--- src/rtl/countdown_timer_bank.sv ---
// countdown_timer_bank: a bank of CHANNELS independent WIDTH-bit down-counters.
// Each channel can be loaded and enabled, and it pulses expire for one cycle
// after it counts down from 1. A one-shot channel stops at 0. A periodic
// channel reloads from its reload register.
//
// Optional feature macro: COUNTDOWN_AUTORELOAD_EN
//   defined   -> periodic mode and the per-channel reload registers are built.
//   undefined -> auto_reload is ignored and every channel is one-shot.
//
// Strobe semantics (there is no back-pressure anywhere in this block):
//   load[i] is the valid bit for load_val[i]. It is accepted unconditionally
//   at the next rising edge. It wins over en[i] and over any terminal action,
//   and it never produces an expire pulse. en[i] is a level-sensitive count
//   enable.
module countdown_timer_bank #(
  parameter int WIDTH    = 8,
  parameter int CHANNELS = 4
) (
  input  logic                      clk,
  input  logic                      reset,
  input  logic [CHANNELS-1:0]       load,
  input  logic [CHANNELS*WIDTH-1:0] load_val,
  input  logic [CHANNELS-1:0]       en,
  input  logic [CHANNELS-1:0]       auto_reload,
  output logic [CHANNELS*WIDTH-1:0] count,
  output logic [CHANNELS-1:0]       zero,
  output logic [CHANNELS-1:0]       expire,
  output logic                      any_expire
);

  localparam logic [WIDTH-1:0] CNT_ONE = WIDTH'(1);

`ifndef COUNTDOWN_AUTORELOAD_EN
  // The mode selects are not used in a one-shot-only build.
  logic unused_auto_reload;
  assign unused_auto_reload = ^auto_reload;
`endif

  for (genvar i = 0; i < CHANNELS; i++) begin : g_ch
    logic [WIDTH-1:0] count_q;
    logic [WIDTH-1:0] count_d;
    logic             expire_q;
    logic             expire_d;
    logic [WIDTH-1:0] reload_val;
    logic             periodic;

`ifdef COUNTDOWN_AUTORELOAD_EN
    logic [WIDTH-1:0] reload_q;

    // The reload register captures every load, including a load of 0.
    always_ff @(posedge clk) begin
      if (reset) begin
        reload_q <= '0;
      end else if (load[i]) begin
        reload_q <= load_val[i*WIDTH +: WIDTH];
      end
    end

    assign reload_val = reload_q;
    // A periodic channel whose reload value is 0 behaves as one-shot.
    assign periodic   = auto_reload[i] && (reload_q != '0);
`else
    assign reload_val = '0;
    assign periodic   = 1'b0;
`endif

    // Next-state logic: load first, then an enabled decrement or terminal action, else hold.
    always_comb begin
      count_d  = count_q;
      expire_d = 1'b0;
      if (load[i]) begin
        count_d = load_val[i*WIDTH +: WIDTH];
      end else if (en[i]) begin
        if (count_q == CNT_ONE) begin
          // Terminal decrement: expire in the next cycle, and stop at 0 or reload.
          expire_d = 1'b1;
          count_d  = periodic ? reload_val : '0;
        end else if (count_q == '0) begin
          // Parked at 0. A periodic channel restarts here without expiring.
          if (periodic) begin
            count_d = reload_val;
          end
        end else begin
          count_d = count_q - CNT_ONE;
        end
      end
    end

    // Count and expire registers. Reset clears both, which drops any pending pulse.
    always_ff @(posedge clk) begin
      if (reset) begin
        count_q  <= '0;
        expire_q <= 1'b0;
      end else begin
        count_q  <= count_d;
        expire_q <= expire_d;
      end
    end

    assign count[i*WIDTH +: WIDTH] = count_q;
    assign zero[i]                 = (count_q == '0);
    assign expire[i]               = expire_q;
  end

  assign any_expire = |expire;

endmodule
--- config.mk ---
export PLATFORM = sky130hd
export DESIGN_NAME = countdown_timer_bank
export DESIGN_NICKNAME = d
export VERILOG_FILES = /design/src/rtl/countdown_timer_bank.sv
export SDC_FILE = /design/constraint.sdc
export NUM_CORES = 1
export LEC_CHECK = 0
export BUFFER_PORTS_ARGS = -buffer_cell sky130_fd_sc_hd__buf_2
export CORE_MARGIN = 2
export CORE_UTILIZATION = 50
export DETAILED_ROUTE_END_ITERATION = 7
export GPL_TIMING_DRIVEN = 0
export PLACE_DENSITY = 0.91
export SLEW_MARGIN = 20
export SYNTH_ARGS = -nofsm -noshare
export SYNTH_HDL_FRONTEND = slang
export SYNTH_SLANG_ARGS = --single-unit
--- constraint.sdc ---
create_clock -name clk -period 2.6 [get_ports clk]
set_input_delay 0 -clock clk [delete_from_list [all_inputs] [get_ports clk]]
set_output_delay 0 -clock clk [all_outputs]
set_load 0.005 [all_outputs]
==> impl_summary.log, run 1 <==
[metrics] worst voltage drop across the vdd grid: 270 uV
[metrics] relative slew slack: 0.552
[metrics] final clock period utilization by the worst path: 0.822
[metrics] Worst Setup Slack post-DPL: 0.467 ns
[metrics] largest net degree at the start of global routing: 12
[metrics] switching power of the nets: 0.587 mW
[metrics] minimum period implied by the final worst setup slack: 2.14 ns
[metrics] clk root buf: clkbuf_8
[metrics] synth cell count leaders: 36 x dfxtp_1, 27 x nand2_1, 25 x nor2_1, 19 x inv_1, 18 x a21oi_1
[metrics] Peak Freq: 468 MHz
[metrics] proportion of layout cells with a drive suffix above 1: 0.284
[metrics] cell count after synthesis: 293
[metrics] cell area after placement: 0.00287 sq mm
[metrics] number of nets in the finished design: 450
[metrics] clock buffers created by TritonCTS: 5
[metrics] mean instance size in the synthesized netlist: 8.16 sq um
[metrics] endpoint type of the worst setup path: flop
[metrics] fraction of power spent switching nets: 0.356
[metrics] most used flip-flop cell after synthesis: dfxtp_1
[metrics] xor and xnor fraction of the mapped netlist area: 0.00732
[metrics] dominant combinational cell family by area after synthesis: compound AO/OA/AOI/OAI gates
[metrics] Worst Hold Slack: 0.00691 ns
[metrics] effective utilization at floorplan: 0.513
[metrics] CTS clock-pin slew for the worst setup and hold paths: 0.08 ns
[metrics] CP Data Arrival Time: 2.34 ns
[metrics] Final Skew: 0.00612 ns
[metrics] Power Density: 537 mW/mm^2
[metrics] total wirelength of the detailed-routed design: 6.84 mm
[metrics] share of the synthesized area in compound gates (AO/OA/AOI/OAI): 0.288
[metrics] sequential element share of the synthesized area: 0.301
[metrics] total global routing overflow: 0
[metrics] growth of design area from synthesis to finish: 28.7%
[metrics] CP Data Required Time: 2.80 ns
[metrics] I/O pin count: 87
[metrics] share of power burned in combinational logic: 0.332
[metrics] status: completed
[metrics] area of the mapped netlist: 0.00239 sq mm
[metrics] sequential share of power: 0.409
[metrics] Unique masters post-synth: 52
[metrics] number of global-route vias before repair: 2396
[metrics] category of the critical setup timing path: reg -> reg
[metrics] number of buffers added on ports: 81
[metrics] number of gates resized after cts: 0
[metrics] number of enable flip-flop cells after synthesis: 0
[metrics] overall track demand over capacity in global routing: 0.251
[metrics] DRC: 0
[metrics] number of antenna violations at the first check in global routing: 0
[metrics] clock tree from TritonCTS: done
[metrics] Setup Total Neg Slack: 0 ns
[metrics] clock latency on the worst-skew pair: 0.29 ns
[metrics] power share of the clock group: 0.259
[metrics] maximum fanout along the worst path: 8
[metrics] flip-flop and latch count after synthesis: 36
[metrics] cell-internal power: 1.07 mW
[metrics] number of max-capacitance violations reported: 0
[metrics] Routability Congestion: 0.891
[metrics] multiplexer fraction of the synthesized cell area: 0.0126
[metrics] clock net sink count: 36
[metrics] cell taking the most area after synthesis: dfxtp_1
[metrics] path class of the lowest-slack min-delay path: in -> reg
[metrics] RSZ-0062 raised after global routing: no
[metrics] total number of placement rows: 25
[metrics] final instance area: 0.00308 sq mm
[metrics] core footprint: 0.00466 sq mm
[metrics] antenna-violating nets left: 0
[metrics] vertical extent of the die: 73.2 um
[metrics] global-route wire length before repair: 10.8 mm
[metrics] iteration-0 DRC count of the detailed router: 188
[metrics] count leader, synth: dfxtp_1
[metrics] worst setup slack after layout: 0.462 ns
[metrics] via count normalized by instance count: 6.14
[metrics] per-cell routed wire length: 15.3 um
[metrics] number of endpoints with negative hold slack in the final report: 0
[metrics] measured slew at the worst slew-check pin: 0.672 ns
[metrics] post-synthesis adder-cell area fraction: 0.0575
[metrics] Slew Limit Fails: 0
[metrics] top cell type's share of synthesized area: 0.301
[metrics] Die Width: 73.2 um
[metrics] Post-Syn Nets: 350
[metrics] number of H-tree branching levels: 2
[metrics] half-perimeter wire length after placement: 4.77 mm
[metrics] static leakage: 1.39 nW
[metrics] post-synthesis async set-or-reset flop share: 0
[metrics] final setup fails: 0
[metrics] vias post-DR: 2752
[metrics] number of iterations in the first detailed-routing pass: 5
[metrics] CP Launch Type: flop
[metrics] maximum number of buffers from clock root to sink: 2
[metrics] synthesized-area fraction occupied by and/or/nand/nor cells: 0.275
[metrics] yosys warns: 0
[metrics] DIE AREA: 0.00535 sq mm
[metrics] antenna diode count: 0
[metrics] synth top area cells: dfxtp_1 30%, ha_1 5.8%, nand2_1 4.2%
through the flow:
step | total power [mW] | util | std cells
floorplan | 1.03 | - | 293
global placement | 1.19 | 0.615 | 428
detailed placement | 1.21 | 0.615 | 428
CTS | 1.65 | 0.660 | 448
global route | 1.75 | 0.660 | 448
finish | 1.65 | 0.660 | 448
critical path, stage by stage (launching register included):
cell	delay [ns]
dfxtp_1	0.44
inv_1	0.11
ha_1	0.27
or2_2	0.34
a311oi_4	0.48
a21oi_1	0.15
a311oi_1	0.27
power groups by stage:
stage / Clock [mW] / Sequential, mW / Combinational, mW
2_1_floorplan: 0 / 0.676 / 0.356
3_3_place_gp: 0 / 0.681 / 0.511
3_5_place_dp: 0 / 0.686 / 0.524
4_1_cts: 0.438 / 0.673 / 0.542
5_1_grt: 0.459 / 0.684 / 0.610
6_report: 0.428 / 0.675 / 0.549
what timing repair did:
item	4_1_cts	5_1_grt
endpoints found under the setup margin	0	0
hold buffers	12	0
endpoints found under the hold margin	12	0
setup buffers	0	0
layer usage:
metal / track usage / up-vias / share of wire
met5: 0 / - / 0
met4: 0.0988 / 0 / 0.022
met3: 0.0442 / 22 / 0.076
met2: 0.404 / 141 / 0.47
met1: 0.332 / 1280 / 0.44
li1: - / 1309 / -
cell usage in the layout (no fill, tap or decap), drive strengths merged, types with 2 or more instances in the layout:
| cell type | synthesis | routed |
|---|---|---|
| nand3 | 5 | 5 |
| o22ai | 5 | 5 |
| nand2 | 27 | 27 |
| nor3 | 7 | 7 |
| a211oi | 4 | 4 |
| nand3b | 2 | 2 |
| o21ai | 11 | 11 |
| xor2 | 2 | 2 |
| nor2 | 25 | 25 |
| or4 | 5 | 5 |
| mux2i | 3 | 3 |
| a22oi | 9 | 9 |
| dfxtp | 36 | 36 |
| o21a | 5 | 5 |
| buf | 5 | 86 |
| dlygate4sd3 | 0 | 12 |
| inv | 19 | 19 |
| nor3b | 6 | 6 |
| o211ai | 2 | 2 |
| or3b | 2 | 2 |
| nor4 | 11 | 11 |
| or2 | 6 | 6 |
| clkinv | 0 | 2 |
| a21boi | 3 | 3 |
| a221oi | 6 | 6 |
| a32oi | 4 | 4 |
| ha | 11 | 11 |
| a31oi | 10 | 10 |
| or3 | 2 | 2 |
| a41o | 3 | 3 |
| a311oi | 7 | 7 |
| a21oi | 18 | 18 |
| nand2b | 5 | 5 |
| o31a | 2 | 2 |
| and3 | 5 | 5 |
| clkbuf | 9 | 15 |
state kept, by name, indices dropped and copies added, names as in the netlist:
name	cells
g_ch.count_q	32
g_ch.expire_q	4
cells by family after synthesis:
group / after synthesis
and+or+nand+nor: 114
AOI/OAI and AO/OA: 94
DFF: 36
buffers and inverters: 33
adders and majority gates: 11
muxes: 3
xor gates and xnor gates: 2
layout make-up:
| cell class | instances | area, sq um |
|---|---|---|
| fillers | 397 | 1580 |
| multi-input cells | 224 | 1530 |
| flip-flops and latches | 36 | 721 |
| repair buffers | 93 | 526 |
| clock buffers | 6 | 82.6 |
| inverters | 19 | 71.3 |
| plain buffers | 14 | 68.8 |
| well taps | 54 | 67.6 |
| clock inverters | 2 | 10.0 |
worst paths after layout:
path,startpoint,cells past startpoint,to,slack (ns)
worst min-delay path,load_val[28],3,g_ch[3].count_q[4]$_SDFFE_PP0P_,0.007
worst max register to register,g_ch[2].count_q[0]$_SDFFE_PP0P_,6,g_ch[2].count_q[2]$_SDFFE_PP0P_,0.46
worst max-delay path,g_ch[2].count_q[0]$_SDFFE_PP0P_,6,g_ch[2].count_q[2]$_SDFFE_PP0P_,0.46
worst min register to register,g_ch[2].count_q[5]$_SDFFE_PP0P_,2,g_ch[2].count_q[5]$_SDFFE_PP0P_,0.49
(Power assumes the default switching activity.)
==> run 2, diff against run 1 <==
CORE_UTILIZATION = 45   (was 50)
PLACE_DENSITY = 0.87   (was 0.91)
clock period = 1.9 ns   (was 2.6 ns; I/O delays follow)
==> run 2 against run 1 <==
Critical path depth increased by 1. Sequential share of layout area down 0.95 points. Maximum frequency grew 15%. Wire length grew 2.3%. Global-route usage decreased by 2.9 points. Core utilization is 2.3 points lower. Via count is 0.84% lower. Die area grew 10%. Sequential power increased by 38%. Register-to-register slack got worse by 0.42 ns. Clock power grew 59%.
==> impl_summary.log, run 2 (synthesized netlist as in run 1, its figures left out) <==
[metrics] half-perimeter wire length after placement: 4.84 mm
[metrics] worst voltage drop across the vdd grid: 391 uV
[metrics] clock buffers created by TritonCTS: 5
[metrics] minimum period implied by the final worst setup slack: 1.86 ns
[metrics] relative slew slack: 0.557
[metrics] number of antenna violations at the first check in global routing: 0
[metrics] met1 track utilization from global routing: 0.266
[metrics] overall track demand over capacity in global routing: 0.222
[metrics] most frequent cells in the layout: 82 x buf_2, 32 x dfxtp_1, 27 x nand2_1
[metrics] number of H-tree branching levels: 2
[metrics] total wirelength of the detailed-routed design: 7.00 mm
[metrics] sum of internal, switching and leakage power: 2.44 mW
[metrics] clock latency on the worst-skew pair: 0.29 ns
[metrics] CTS clock-pin slew for the worst setup and hold paths: 0.08 ns
[metrics] Routability Congestion: 0.918
[metrics] number of buffers added on ports: 81
[metrics] number of iterations in the first detailed-routing pass: 6
[metrics] Power Density: 750 mW/mm^2
[metrics] M2 GR Usage: 0.390
[metrics] effective utilization at floorplan: 0.468
[metrics] Worst Setup Slack post-DPL: -0.210 ns
[metrics] status: completed
[metrics] endpoint type of the worst setup path: flop
[metrics] largest registers in the final layout: g_ch.count_q: 32 flops, g_ch.expire_q: 4 flops
[metrics] I/O pin count: 87
[metrics] vertical extent of the die: 76.9 um
[metrics] clock tree from TritonCTS: done
[metrics] Slew Limit Fails: 0
[metrics] met3 GRT Util: 0.0506
[metrics] DIE AREA: 0.00592 sq mm
[metrics] Die Width: 76.9 um
[metrics] global-route wire length before repair: 11.0 mm
[metrics] antenna-violating nets left: 0
[metrics] footprint of the multi-input gates: 0.00162 sq mm
[metrics] clock net sink count: 36
[metrics] Peak Freq: 537 MHz
[metrics] iteration-0 DRC count of the detailed router: 132
[metrics] maximum fanout along the worst path: 8
[metrics] final clock period utilization by the worst path: 0.979
[metrics] maximum number of buffers from clock root to sink: 2
[metrics] measured slew at the worst slew-check pin: 0.658 ns
[metrics] number of max-capacitance violations reported: 0
[metrics] slowest stage delay, CP: 0.46 ns
[metrics] filler cell count in the final layout: 451
[metrics] number of endpoints with negative hold slack in the final report: 0
[metrics] static leakage: 1.44 nW
[metrics] antenna diode count: 0
[metrics] number of nets in the finished design: 456
[metrics] growth of design area from synthesis to finish: 36.0%
[metrics] flip-flop count of the largest register, all copies and words added: 32
[metrics] core footprint: 0.00511 sq mm
[metrics] vias post-DR: 2729
[metrics] path class of the lowest-slack min-delay path: in -> reg
[metrics] worst setup slack after layout: 0.0395 ns
[metrics] cell with the largest stage delay on the worst path: a311oi_4
[metrics] final setup fails: 0
[metrics] total global routing overflow: 0
[metrics] proportion of layout cells with a drive suffix above 1: 0.335
[metrics] area taken by flip-flops and latches: 731 sq um
[metrics] leading cell type in the layout, fill and taps excluded: buf_2
[metrics] category of the critical setup timing path: reg -> reg
[metrics] CP Data Required Time: 2.12 ns
[metrics] largest net degree at the start of global routing: 12
[metrics] busiest metal layer after global routing: met2
[metrics] Final Skew: 0.00608 ns
[metrics] total number of placement rows: 26
[metrics] CP Data Arrival Time: 2.08 ns
[metrics] via count normalized by instance count: 5.81
[metrics] clk root buf: clkbuf_8
[metrics] DRC: 0
[metrics] crit-path cells: inv_6, ha_4, or2_4, a311oi_4, buf_4, a32oi_1, o22ai_1
[metrics] CP Launch Type: flop
[metrics] per-cell routed wire length: 14.9 um
[metrics] Largest Register: g_ch.count_q
[metrics] number of global-route vias before repair: 2475
[metrics] RSZ-0062 raised after global routing: yes
## run 2: cell types whose count changed in the layout (fill, tap and decap cells not counted), sizes merged
cell	delta
clkinv	-1
bufinv	+1
dlygate4sd3	-3
buf	+9
## run 2: layer usage
metal / vias up / part of all wire
met5: - / 0
met1: 1259 / 0.41
met4: 0 / 0.019
met2: 126 / 0.50
li1: 1326 / -
met3: 18 / 0.069
## run 2: power by group
part           internal, mW  switching, mW  leakage, nW
registers             0.821          0.108        0.299
logic                 0.393          0.437         1.08
clock network         0.390          0.289       0.0552
## run 2: final timing paths
kind         cells after the start                               to                            start  slack (ns)
max                              7  g_ch[2].count_q[5]$_SDFFE_PP0P_  g_ch[2].count_q[1]$_SDFFE_PP0P_        0.04
min                              3  g_ch[3].count_q[3]$_SDFFE_PP0P_                     load_val[27]       0.007
max reg2reg                      7  g_ch[2].count_q[5]$_SDFFE_PP0P_  g_ch[2].count_q[1]$_SDFFE_PP0P_        0.04
min reg2reg                      2  g_ch[2].count_q[5]$_SDFFE_PP0P_  g_ch[2].count_q[5]$_SDFFE_PP0P_        0.49
## run 2: critical path, delay by kind of cell (launching register included)
kind / cells / cell delay [ns]
fa+ha+maj: 1 / 0.15
simple gates: 1 / 0.25
compound gates: 3 / 0.74
flops: 1 / 0.40
buf+inv: 2 / 0.24
## run 2: layout make-up
class / count / share of cell area
clock inverter: 2 / 0.0108
timing repair buffer: 99 / 0.173
tap: 70 / 0.0269
clock buffer: 6 / 0.0223
sequential: 36 / 0.225
multi-input combinational: 224 / 0.497
buffer: 14 / 0.0212
inverter: 19 / 0.0242
## run 2: what timing repair did
item                                   4_1_cts  5_1_grt
endpoints found under the hold margin        9        0
setup buffers                                2        7
gates resized for setup                      9       17
setup endpoints to repair                   16       13
hold buffers                                 9        0
pin swaps                                    1        9
## run 2: per-stage QoR
stage	cells	util	TNS [ns]	hold WS, ns	cell area [sq um]
2_1_floorplan	293	-	0	0.146	2390
3_3_place_gp	444	0.565	-0.947	0.255	2890
3_5_place_dp	444	0.565	-1.67	0.267	2890
4_1_cts	463	0.614	0	0.000211	3140
5_1_grt	470	0.637	-0.163	-0.000289	3250
6_report	470	0.637	0	0.00690	3250
